[config.mk]
export PLATFORM = sky130hd
export DESIGN_NAME = inst_loader
export DESIGN_NICKNAME = d
export VERILOG_FILES = /design/src/rtl/loader_pkg.sv /design/src/rtl/inst_loader.sv
export SDC_FILE = /design/constraint.sdc
export NUM_CORES = 1
export LEC_CHECK = 0
export BUFFER_PORTS_ARGS = -buffer_cell sky130_fd_sc_hd__buf_2
export CORE_MARGIN = 1.5
export CORE_UTILIZATION = 58
export CTS_CLUSTER_DIAMETER = 120
export CTS_CLUSTER_SIZE = 16
export DETAILED_ROUTE_END_ITERATION = 8
export HOLD_SLACK_MARGIN = 0.05
export PLACE_DENSITY = 0.79
export SLEW_MARGIN = 20
export SYNTH_ARGS = -nofsm -noshare
export SYNTH_HDL_FRONTEND = slang
export SYNTH_SLANG_ARGS = --single-unit
[constraint.sdc]
create_clock -name Clk -period 4.2 [get_ports Clk]
set_input_delay 0.84 -clock Clk [delete_from_list [all_inputs] [get_ports Clk]]
set_output_delay 0.84 -clock Clk [all_outputs]
set_load 0.05 [all_outputs]
[src/rtl/loader_pkg.sv]
// -----------------------------------------------------------------------------
// loader_pkg
// Shared definitions for the instruction-memory loader.
//   LDR_T        : instruction memory address width (matches PC width)
//   LDR_IW       : instruction word width
//   LDR_BYTE_W   : host byte width
//   LDR_LEN_W    : width of the image length field
//   LDR_MAX_LEN  : largest legal image length (2^LDR_T words)
//   loader_state_t : loader FSM states
// Optional build macro: LOADER_CKSUM_EN adds the CKSUM state.
// -----------------------------------------------------------------------------
package loader_pkg;

   localparam int LDR_T       = 10;
   localparam int LDR_IW      = 9;
   localparam int LDR_BYTE_W  = 8;
   localparam int LDR_LEN_W   = 16;
   localparam int LDR_MAX_LEN = 2 ** LDR_T;

   typedef enum logic [2:0] {
      ST_IDLE,
      ST_LEN_LO,
      ST_LEN_HI,
      ST_INST_LO,
      ST_INST_HI,
      ST_DONE,
      ST_ERR
`ifdef LOADER_CKSUM_EN
      ,
      ST_CKSUM
`endif
   } loader_state_t;

endpackage

[src/rtl/inst_loader.sv]
// -----------------------------------------------------------------------------
// inst_loader
// Streams a little-endian program image from a host byte port and writes
// IW-bit instruction words to instruction memory at addresses 0..N-1.
// Image: LEN_LO, LEN_HI, then N pairs of {INST_LO, INST_HI}; INST_HI carries
// inst[8] in bit 0 and must have bits [7:1] clear.
//
// Ports:
//   Clk        : clock, rising edge
//   Reset      : asynchronous active-low reset
//   Start      : one-cycle pulse, begins a load from IDLE/DONE/ERR
//   ByteIn     : host data byte
//   ByteValid  : ByteIn valid this cycle
//   ByteReady  : loader accepts ByteIn this cycle (state decode)
//   MemWrEn    : instruction memory write strobe, one cycle per word
//   MemAddr    : write address (holds when MemWrEn=0)
//   MemWrData  : write data (holds when MemWrEn=0)
//   LoadDone   : image fully written, fetch may run
//   Error      : load aborted, sticky until Start or reset
//
// Optional build macro: LOADER_CKSUM_EN -- a trailing byte equal to the XOR
// of all preceding image bytes is required before DONE.
// -----------------------------------------------------------------------------
module inst_loader
   import loader_pkg::*;
#(
   parameter int T  = LDR_T,
   parameter int IW = LDR_IW
) (
   input  logic                  Clk,
   input  logic                  Reset,
   input  logic                  Start,
   input  logic [LDR_BYTE_W-1:0] ByteIn,
   input  logic                  ByteValid,
   output logic                  ByteReady,
   output logic                  MemWrEn,
   output logic [T-1:0]          MemAddr,
   output logic [IW-1:0]         MemWrData,
   output logic                  LoadDone,
   output logic                  Error
);

   // One extra bit so N = 2^T is representable and never wraps.
   localparam logic [LDR_LEN_W:0] MaxLen = (LDR_LEN_W + 1)'(2 ** T);

`ifdef LOADER_CKSUM_EN
   localparam loader_state_t LastState = ST_CKSUM;
`else
   localparam loader_state_t LastState = ST_DONE;
`endif

   loader_state_t         state_q, state_d;
   logic [T:0]            idx_q, idx_d;
   logic [T:0]            idx_inc;
   logic [7:0]            len_lo_q, len_lo_d;
   logic [LDR_LEN_W-1:0]  len_q, len_d;
   logic [LDR_LEN_W-1:0]  len_full;
   logic [7:0]            lo_q, lo_d;
   logic                  wr_en_q, wr_en_d;
   logic [T-1:0]          addr_q, addr_d;
   logic [IW-1:0]         data_q, data_d;
   logic                  done_q, done_d;
   logic                  err_q, err_d;
   logic                  accept;
`ifdef LOADER_CKSUM_EN
   logic [7:0]            cksum_q, cksum_d;
`endif

   always_comb begin
      ByteReady = 1'b0;
      case (state_q)
         ST_LEN_LO, ST_LEN_HI, ST_INST_LO, ST_INST_HI: ByteReady = 1'b1;
`ifdef LOADER_CKSUM_EN
         ST_CKSUM:                                     ByteReady = 1'b1;
`endif
         default:                                      ByteReady = 1'b0;
      endcase
   end

   assign accept   = ByteValid && ByteReady;
   assign len_full = {ByteIn, len_lo_q};
   assign idx_inc  = idx_q + (T + 1)'(1);

   // NOTE: every signal assigned in this block gets a default first, so no
   // path through the case statement can infer a latch.
   always_comb begin
      state_d  = state_q;
      idx_d    = idx_q;
      len_lo_d = len_lo_q;
      len_d    = len_q;
      lo_d     = lo_q;
      wr_en_d  = 1'b0;
      addr_d   = addr_q;
      data_d   = data_q;
`ifdef LOADER_CKSUM_EN
      cksum_d  = cksum_q;
`endif

      case (state_q)
         ST_IDLE, ST_DONE, ST_ERR: begin
            if (Start) begin
               state_d = ST_LEN_LO;
               idx_d   = '0;
`ifdef LOADER_CKSUM_EN
               cksum_d = '0;
`endif
            end
         end
         ST_LEN_LO: begin
            if (accept) begin
               len_lo_d = ByteIn;
               state_d  = ST_LEN_HI;
            end
         end
         ST_LEN_HI: begin
            if (accept) begin
               len_d = len_full;
               if (len_full == '0)                     state_d = LastState;
               else if ({1'b0, len_full} > MaxLen)     state_d = ST_ERR;
               else                                    state_d = ST_INST_LO;
            end
         end
         ST_INST_LO: begin
            if (accept) begin
               lo_d    = ByteIn;
               state_d = ST_INST_HI;
            end
         end
         ST_INST_HI: begin
            if (accept) begin
               if (ByteIn[7:1] != '0) begin
                  // Malformed high byte: abort without writing this word.
                  state_d = ST_ERR;
               end else begin
                  wr_en_d = 1'b1;
                  addr_d  = idx_q[T-1:0];
                  data_d  = {ByteIn[0], lo_q};
                  idx_d   = idx_inc;
                  state_d = (LDR_LEN_W'(idx_inc) == len_q) ? LastState : ST_INST_LO;
               end
            end
         end
`ifdef LOADER_CKSUM_EN
         ST_CKSUM: begin
            if (accept) state_d = (ByteIn == cksum_q) ? ST_DONE : ST_ERR;
         end
`endif
         default: state_d = ST_IDLE;
      endcase

`ifdef LOADER_CKSUM_EN
      // Running XOR covers every image byte except the checksum itself.
      if (accept && state_q != ST_CKSUM) cksum_d = cksum_q ^ ByteIn;
`endif

      // LoadDone trails DONE by a cycle so the last write lands first;
      // a Start out of DONE drops it on the same edge that leaves DONE.
      done_d = (state_q == ST_DONE) && !Start;
      err_d  = (state_d == ST_ERR);
   end

   // NOTE: sequential state uses non-blocking assignments so every register
   // samples the pre-edge values, independent of statement order.
   always_ff @(posedge Clk or negedge Reset) begin
      if (!Reset) begin
         state_q  <= ST_IDLE;
         idx_q    <= '0;
         len_lo_q <= '0;
         len_q    <= '0;
         lo_q     <= '0;
         wr_en_q  <= 1'b0;
         addr_q   <= '0;
         data_q   <= '0;
         done_q   <= 1'b0;
         err_q    <= 1'b0;
`ifdef LOADER_CKSUM_EN
         cksum_q  <= '0;
`endif
      end else begin
         state_q  <= state_d;
         idx_q    <= idx_d;
         len_lo_q <= len_lo_d;
         len_q    <= len_d;
         lo_q     <= lo_d;
         wr_en_q  <= wr_en_d;
         addr_q   <= addr_d;
         data_q   <= data_d;
         done_q   <= done_d;
         err_q    <= err_d;
`ifdef LOADER_CKSUM_EN
         cksum_q  <= cksum_d;
`endif
      end
   end

   assign MemWrEn   = wr_en_q;
   assign MemAddr   = addr_q;
   assign MemWrData = data_q;
   assign LoadDone  = done_q;
   assign Error     = err_q;

endmodule

==> metrics.md, run 1 <==
| Metric | Value |
|---|---|
| Final net count | 360 |
| Hold endpoint | MemWrData[1] |
| Max-slew headroom | 0.392 |
| Gr ovfl total | 0 |
| Final Core Density | 0.665 |
| Status | finished, final reports clean |
| WS Path Type | input pin to flip-flop |
| Dominant synthesized flop cell | dfrtp_1 |
| Crit path max fanout | 33 |
| Vias/cell | 5.77 |
| Area Overhead vs Synth | 11.2% |
| Yosys top cell by area | dfrtp_1 |
| TritonCTS clock tree | yes |
| CTS Buf Count | 9 |
| Syn Inst Count | 317 |
| R2r worst-path depth | 8 |
| Number of clock sinks | 68 |
| Via count of the routed design | 2446 |
| Critical R2R Capture | idx_q[7] |
| Top Ports | 35 |
| Buffer depth of the longest clock path | 2 |
| Synth warn | 0 |
| Num rows | 27 |
| Clock Skews | 0.00623 ns |
| PostCTS Resize Cnt | 0 |
| Syn avg cell area | 10.4 µm² |
| # Max-Cap Violations | 0 |
| RD Place Congestion | 0.847 |
| Lkg Pwr | 0.00172 µW |
| Die Area | 6140 µm² |
| Total power | 2120 µW |
| Maximum VDD drop | 0.347 mV |
| R2R Path Start | state_q[2] |
| Detail Route Antenna Nets | 0 |
| Residual DRC | 0 |
| Post-CTS Hold Fix Bufs | 0 |
| First-pass GRT wire length | 11.8 mm |
| Layout cells sized above 1 | 0.278 |
| Post-layout min period | 2.82 ns |
| Largest net degree at the start of global routing | 38 |
| Core Box Area | 5510 µm² |
| CP arrival | 3.04 ns |
| H-tree Lvls | 3 |
| Post-Syn Nets | 330 |
| Post-synthesis sequential area ratio | 0.516 |
| Final wirelength | 6.64 mm |
| Routed WL per cell | 15.7 µm |
| Die height | 78.4 µm |
| Die Wd | 78.4 µm |
| DR pass1 iterations | 4 |
| Final clock period utilization by the worst path | 0.671 |
| Synth area leaders | dfrtp_1, mux2_2, nand2_1 |
| Number of synthesized register bits | 68 |
| Crit. End Element | flip-flop |
| Setup_tns | 0 ns |
| Cell variety after synth | 55 |
| Post-CTS setup buffers | 0 |
| R2R setup slack | 1.59 ns |
| Fmax | 0.355 GHz |
| Synth async-reset ratio | 1.00 |
| Element type at the critical path start | input pin |
| Required @ worst endpoint | 4.42 ns |
| Reg clk slew, reported paths | 0.08 ns |
| Synthesized area | 3300 µm² |
| Final HPWL DP | 4.60 mm |
| CTS Root Cell | clkbuf_8 |
| Post-synth EDFFs | 0 |
| Hold WC Path Type | flip-flop to flip-flop |
| Hold Vio Cnt, Final | 0 |
| Hold Path Depth | 2 |
| ANT cells | 0 |
| Power Density | 579 nW/µm² |
| Initial DRC count | 220 |
| Overall Global Routing Usage | 0.249 |
| Initial Utilization | 0.599 |
| Synth top area share | 0.516 |
| Hold_sp | lo_q[1] |
| # setup viols final | 0 |
| Worst Max-Slew Pin Slew | 0.912 ns |
| Port-buffer cells | 34 |
| RSZ-0062 raised after global routing | no |
| Clock latency on the worst-skew pair | 0.35 ns |
| Antenna violations before repair | 0 |
| Fin cells | 424 |
| Max-slew violations | 0 |
| Placed cells | 408 |
| Via count of the first global-routing pass | 2504 |
[logic make-up (layout without fill, tap and decap cells)]
family          Yosys count  in the layout  share of synthesized area
simple gates            124            124                      0.183
xor+xnor                 17             17                     0.0452
mux                      31             31                      0.106
buf+inv                  25             60                     0.0425
fa+ha+maj                 1              1                    0.00380
flops                    68             68                      0.516
compound gates           51             51                      0.104
[power breakdown]
part	internal (µW)	leakage [µW]	switching (µW)	total [µW]
Combinational	292	0.000746	298	590
Clock	277	0.0000923	266	543
Sequential	831	0.000883	158	989
Total	1400	0.00172	722	2120
[worst max-delay path: stages]
cell	delay, ns
buf_2	0.12
or4_4	0.55
nor2_4	0.12
nand3_2	0.07
buf_4	0.25
inv_2	0.40
a21oi_1	0.31
o21ai_0	0.25
o21ai_0	0.11
[worst max-delay path by stage]
stage,start,end
final,ByteIn[3],idx_q[7]
after global routing,ByteIn[3],idx_q[7]
after CTS,ByteIn[3],idx_q[7]
after detailed placement,ByteIn[3],idx_q[7]
after global placement,ByteIn[3],idx_q[7]
after floorplan,ByteIn[3],idx_q[5]
[cells in the final DEF (no fill, tap or decap), types with 3 or more instances in the layout]
master,n
mux2_2,30
nor3_1,3
nand3_2,3
dfrtp_1,68
nand2b_1,3
a21oi_1,8
xor2_1,5
inv_1,5
nor2_1,14
buf_4,3
buf_2,34
xnor2_1,12
nand3_1,9
nor3_2,3
clkbuf_8,9
clkinvlp_4,3
o21ai_0,6
o31ai_1,3
nand2_1,70
o21ai_1,11
a31oi_1,3
[routing by layer]
metal | track usage | vias to the layer above | share of wire
li1 | - | 1167 | -
met1 | 0.323 | 1186 | 0.45
met2 | 0.403 | 76 | 0.48
met3 | 0.0570 | 17 | 0.050
met4 | 0.105 | 0 | 0.025
met5 | 0 | - | 0
[cell type report]
type / count / area [µm²]
timing repair buffer: 37 / 193
multi-input combinational: 224 / 1450
sequential: 68 / 1700
clock inverter: 7 / 75.1
inverter: 7 / 26.3
tap: 72 / 90.1
fill: 441 / 1840
clock buffer: 9 / 124
[through the flow]
step / hold slack, ns / cell area (µm²) / worst slack (ns)
2_1_floorplan: 0.433 / 3300 / 1.93
3_3_place_gp: 0.447 / 3460 / 1.13
3_5_place_dp: 0.454 / 3460 / 1.06
4_1_cts: 0.474 / 3660 / 1.42
5_1_grt: 0.509 / 3660 / 1.22
6_report: 0.469 / 3660 / 1.38
[flip-flops by register name, indices dropped and copies added (netlist names)]
signal,cells
MemAddr,10
len_q,16
MemWrData,9
lo_q,8
state_q,3
MemWrEn,1
len_lo_q,8
idx_q,11
Error,1
LoadDone,1
[cell usage after synthesis, types with 3 or more instances]
cell,count
nand2_1,70
dfrtp_1,68
mux2_2,30
nor2_1,14
xnor2_1,12
o21ai_1,11
buf_2,10
nand3_1,9
a21oi_1,8
o21ai_0,6
inv_1,5
xor2_1,5
a31oi_1,3
nand2b_1,3
nand3_2,3
nor3_1,3
nor3_2,3
o31ai_1,3
Note: power is estimated with default switching activity, not from simulation.
==> run 2, diff against run 1 <==
Settings changed: ABC_AREA set to 1, CORE_UTILIZATION 58 to 52, PLACE_DENSITY 0.79 to 0.75.
Clock period 4.2 ns to 2.5 ns, I/O delays scaled along.
==> metrics.md, run 2 <==
| Metric | Value |
|---|---|
| Crit. End Element | output pin (was flip-flop) |
| Die height | 81.5 µm (was 78.4 µm) |
| Gr ovfl total | 0 (unchanged) |
| Antenna violations before repair | 0 (unchanged) |
| Maximum VDD drop | 0.585 mV (was 0.347 mV) |
| Port-buffer cells | 34 (unchanged) |
| PostCTS Resize Cnt | 0 (unchanged) |
| Most frequent cells in the layout | nand2_1, dfrtp_1, inv_1 (was nand2_1, dfrtp_1, buf_2) |
| DR pass1 iterations | 4 (unchanged) |
| Yosys top cell by area | dfrtp_1 (unchanged) |
| Worst Max-Slew Pin Slew | 0.484 ns (was 0.912 ns) |
| CP bufs+invs | 1 (was 3) |
| Top Ports | 35 (unchanged) |
| Largest net degree at the start of global routing | 69 (was 38) |
| ANT cells | 0 (unchanged) |
| Die Wd | 81.5 µm (was 78.4 µm) |
| Worst setup margin | 0.416 ns (was 1.38 ns) |
| R2R setup slack | 0.59 ns (was 1.59 ns) |
| WS Path Type | flip-flop to output pin (was input pin to flip-flop) |
| Reg clk slew, reported paths | 0.07 ns (was 0.08 ns) |
| Overall Global Routing Usage | 0.232 (was 0.249) |
| Synth top area share | 0.530 (was 0.516) |
| Cell variety after synth | 27 (was 55) |
| Synth warn | 0 (unchanged) |
| Number of synthesized register bits | 68 (unchanged) |
| Clock latency on the worst-skew pair | 0.34 ns (was 0.35 ns) |
| Layout cells sized above 1 | 0.173 (was 0.278) |
| Vias/cell | 5.12 (was 5.77) |
| Largest Register | len_q (unchanged) |
| Synth area leaders | dfrtp_1, nand2_1, inv_1 (was dfrtp_1, mux2_2, nand2_1) |
| Dpl ws | 0.432 ns (was 1.06 ns) |
| Final clock period utilization by the worst path | 0.834 |
| Post-CTS Hold Fix Bufs | 0 (unchanged) |
| RSZ-0062 raised after global routing | no (unchanged) |
| Adder-cell share of the synthesized area | 0.00390 (was 0.00380) |
| Post-route cell area | 3680 µm² (was 3660 µm²) |
| Die Area | 6650 µm² (was 6140 µm²) |
| Cell repeated most along the worst path | nand2_1 (was o21ai_0) |
| Detail Route Antenna Nets | 0 (unchanged) |
| Max FFs per register | 16 (unchanged) |
| Post-synth EDFFs | 0 (unchanged) |
| Syn Inst Count | 400 (was 317) |
| Clock Skews | 0.00658 ns (was 0.00623 ns) |
| Placed instance area | 3480 µm² (was 3460 µm²) |
| Synthesized area | 3210 µm² (was 3300 µm²) |
| Post-layout min period | 2.08 ns |
| Dominant synthesized flop cell | dfrtp_1 (unchanged) |
| CTS Buf Count | 9 (unchanged) |
| Simple-gate area share of the yosys netlist | 0.278 (was 0.183) |
| H-tree Lvls | 3 (unchanged) |
| Most common cell after layout, fill and taps aside | nand2_1 (unchanged) |
| Hold WC Path Type | input pin to asynchronous set/reset pin (was flip-flop to flip-flop) |
| R2r worst-path depth | 12 (was 8) |
| CP cell instances | nor2_1, nand2_1, nand2_1, buf_2 (was buf_2, or4_4, nor2_4, nand3_2, buf_4, inv_2, a21oi_1, o21ai_0, o21ai_0) |
| FILL cells | 521 (was 441) |
| Fmax | 0.480 GHz |
| Element type at the critical path start | flip-flop (was input pin) |
| # setup viols final | 0 (unchanged) |
| Final HPWL DP | 4.72 mm (was 4.60 mm) |
| TritonCTS clock tree | yes (unchanged) |
| Max-slew violations | 0 (unchanged) |
| Count leader, synth | nand2_1 (unchanged) |
| Via count of the first global-routing pass | 2489 (was 2504) |
| Final Core Density | 0.618 (was 0.665) |
| Final wirelength | 6.67 mm (was 6.64 mm) |
| Post-synthesis sequential area ratio | 0.530 (was 0.516) |
| Syn avg cell area | 8.02 µm² (was 10.4 µm²) |
| Multiplexer share of the synthesized area | 0 (was 0.106) |
| Leading cell types by count after synthesis | nand2_1, dfrtp_1, inv_1, o21ai_0, nor2_1 (was nand2_1, dfrtp_1, mux2_2, nor2_1, xnor2_1) |
| Initial DRC count | 163 (was 220) |
| First-pass GRT wire length | 11.4 mm (was 11.8 mm) |
| Post-CTS setup buffers | 0 (unchanged) |
| Final net count | 453 (was 360) |
| Worst path top cell family by delay | simple AND/OR/NAND/NOR gates (was buffers and inverters) |
| Buffer depth of the longest clock path | 2 (unchanged) |
| RD Place Congestion | 0.867 (was 0.847) |
| CP peak stage delay | 0.45 ns (was 0.55 ns) |
| Num rows | 28 (was 27) |
| Area Overhead vs Synth | 14.7% (was 11.2%) |
| Crit path max fanout | 7 (was 33) |
| Status | finished, final reports clean (unchanged) |
| # Max-Cap Violations | 0 (unchanged) |
| Setup_tns | 0 ns (unchanged) |
| Synth Area in XOR/XNOR | 0.00546 (was 0.0452) |
| Compound-Gate Fraction of Synth Area | 0.106 (was 0.104) |
| Main combinational cell family by area after synthesis | simple AND/OR/NAND/NOR gates (unchanged) |
| Critical R2R Capture | state_q[2] (was idx_q[7]) |
| Post-Syn Nets | 413 (was 330) |
| Routed WL per cell | 12.8 µm (was 15.7 µm) |
| Core Box Area | 5960 µm² (was 5510 µm²) |
| Lkg Pwr | 0.00189 µW (was 0.00172 µW) |
| Initial Utilization | 0.539 (was 0.599) |
| Synth async-reset ratio | 1.00 (unchanged) |
| Max-slew headroom | 0.677 (was 0.392) |
| CTS Root Cell | clkbuf_8 (unchanged) |
| Via count of the routed design | 2656 (was 2446) |
| CP arrival | 1.58 ns (was 3.04 ns) |
| R2R Path Start | idx_q[0] (was state_q[2]) |
| Hold Vio Cnt, Final | 0 (unchanged) |
| Required @ worst endpoint | 2.00 ns (was 4.42 ns) |
| Number of clock sinks | 68 (unchanged) |
| Power Density | 940 nW/µm² (was 579 nW/µm²) |
| Residual DRC | 0 (unchanged) |
| Slowest-stage cell, CP | dfrtp_1 (was or4_4) |
-- run 2: changes by cell type after synthesis, moves of 7 or more --
cell and change:
nand3_1 +8, o21ai_0 +27, nand2_2 +10, mux2_2 -30, nor2_1 +7, inv_1 +45, o21ai_1 +8, nand2_1 +64
xnor2_1 -12
-- run 2: cells by family after synthesis --
family,Yosys count
compound gates,64
fa+ha+maj,1
buf+inv,63
flops,68
xor+xnor,2
simple gates,202
-- run 2: worst max path at each step --
| stage | startpoint | slack [ns] | depth (start not counted) | endpoint |
|---|---|---|---|---|
| 2_1_floorplan | state_q[0] | 0.83 | 9 | Error |
| 6_report | state_q[0] | 0.42 | 4 | ByteReady |
| 3_5_place_dp | ByteIn[6] | 0.43 | 9 | idx_q[5] |
| 3_3_place_gp | ByteIn[6] | 0.52 | 9 | idx_q[5] |
| 4_1_cts | state_q[0] | 0.42 | 4 | ByteReady |
| 5_1_grt | state_q[0] | 0.32 | 4 | ByteReady |
-- run 2: through the flow --
step	power [µW]	std cells	hold slack [ns]
2_1_floorplan	2280	400	0.204
5_1_grt	3720	519	0.194
6_report	3460	519	0.143
3_5_place_dp	2550	504	0.462
3_3_place_gp	2520	504	0.455
4_1_cts	3480	519	0.167
-- run 2: layer usage --
| metal | track usage | vias to the layer above | wire (µm) |
|---|---|---|---|
| met1 | 0.305 | 1252 | 3150 |
| met4 | 0.100 | 0 | 91 |
| met3 | 0.0533 | 8 | 251 |
| li1 | - | 1346 | - |
| met2 | 0.368 | 50 | 3170 |
| met5 | 0 | - | 0 |
-- run 2: worst reg2reg max path, stage by stage (launching register included) --
cell,delay (ns)
dfrtp_1,0.45
ha_1,0.29
nand3_4,0.13
nor2_4,0.16
nand2_1,0.10
nand2_1,0.10
nand2_1,0.06
nand3_1,0.09
nor2_2,0.05
nand3_1,0.07
nand2_1,0.07
a21oi_2,0.17
inv_1,0.05
-- run 2: cell type report --
class,instances,area [µm²],area share
flip-flops and latches,68,1700,0.463
multi-input cells,269,1260,0.343
inverters,53,199,0.0541
clock buffers,14,173,0.0469
well taps,75,93.8,0.0255
repair buffers,39,220,0.0599
clock inverters,1,30.0,0.00816
-- run 2: report_power, final --
group	switching (µW)	internal [µW]	total, µW
registers	190	1380	1570
clock network	383	538	922
logic	644	319	963
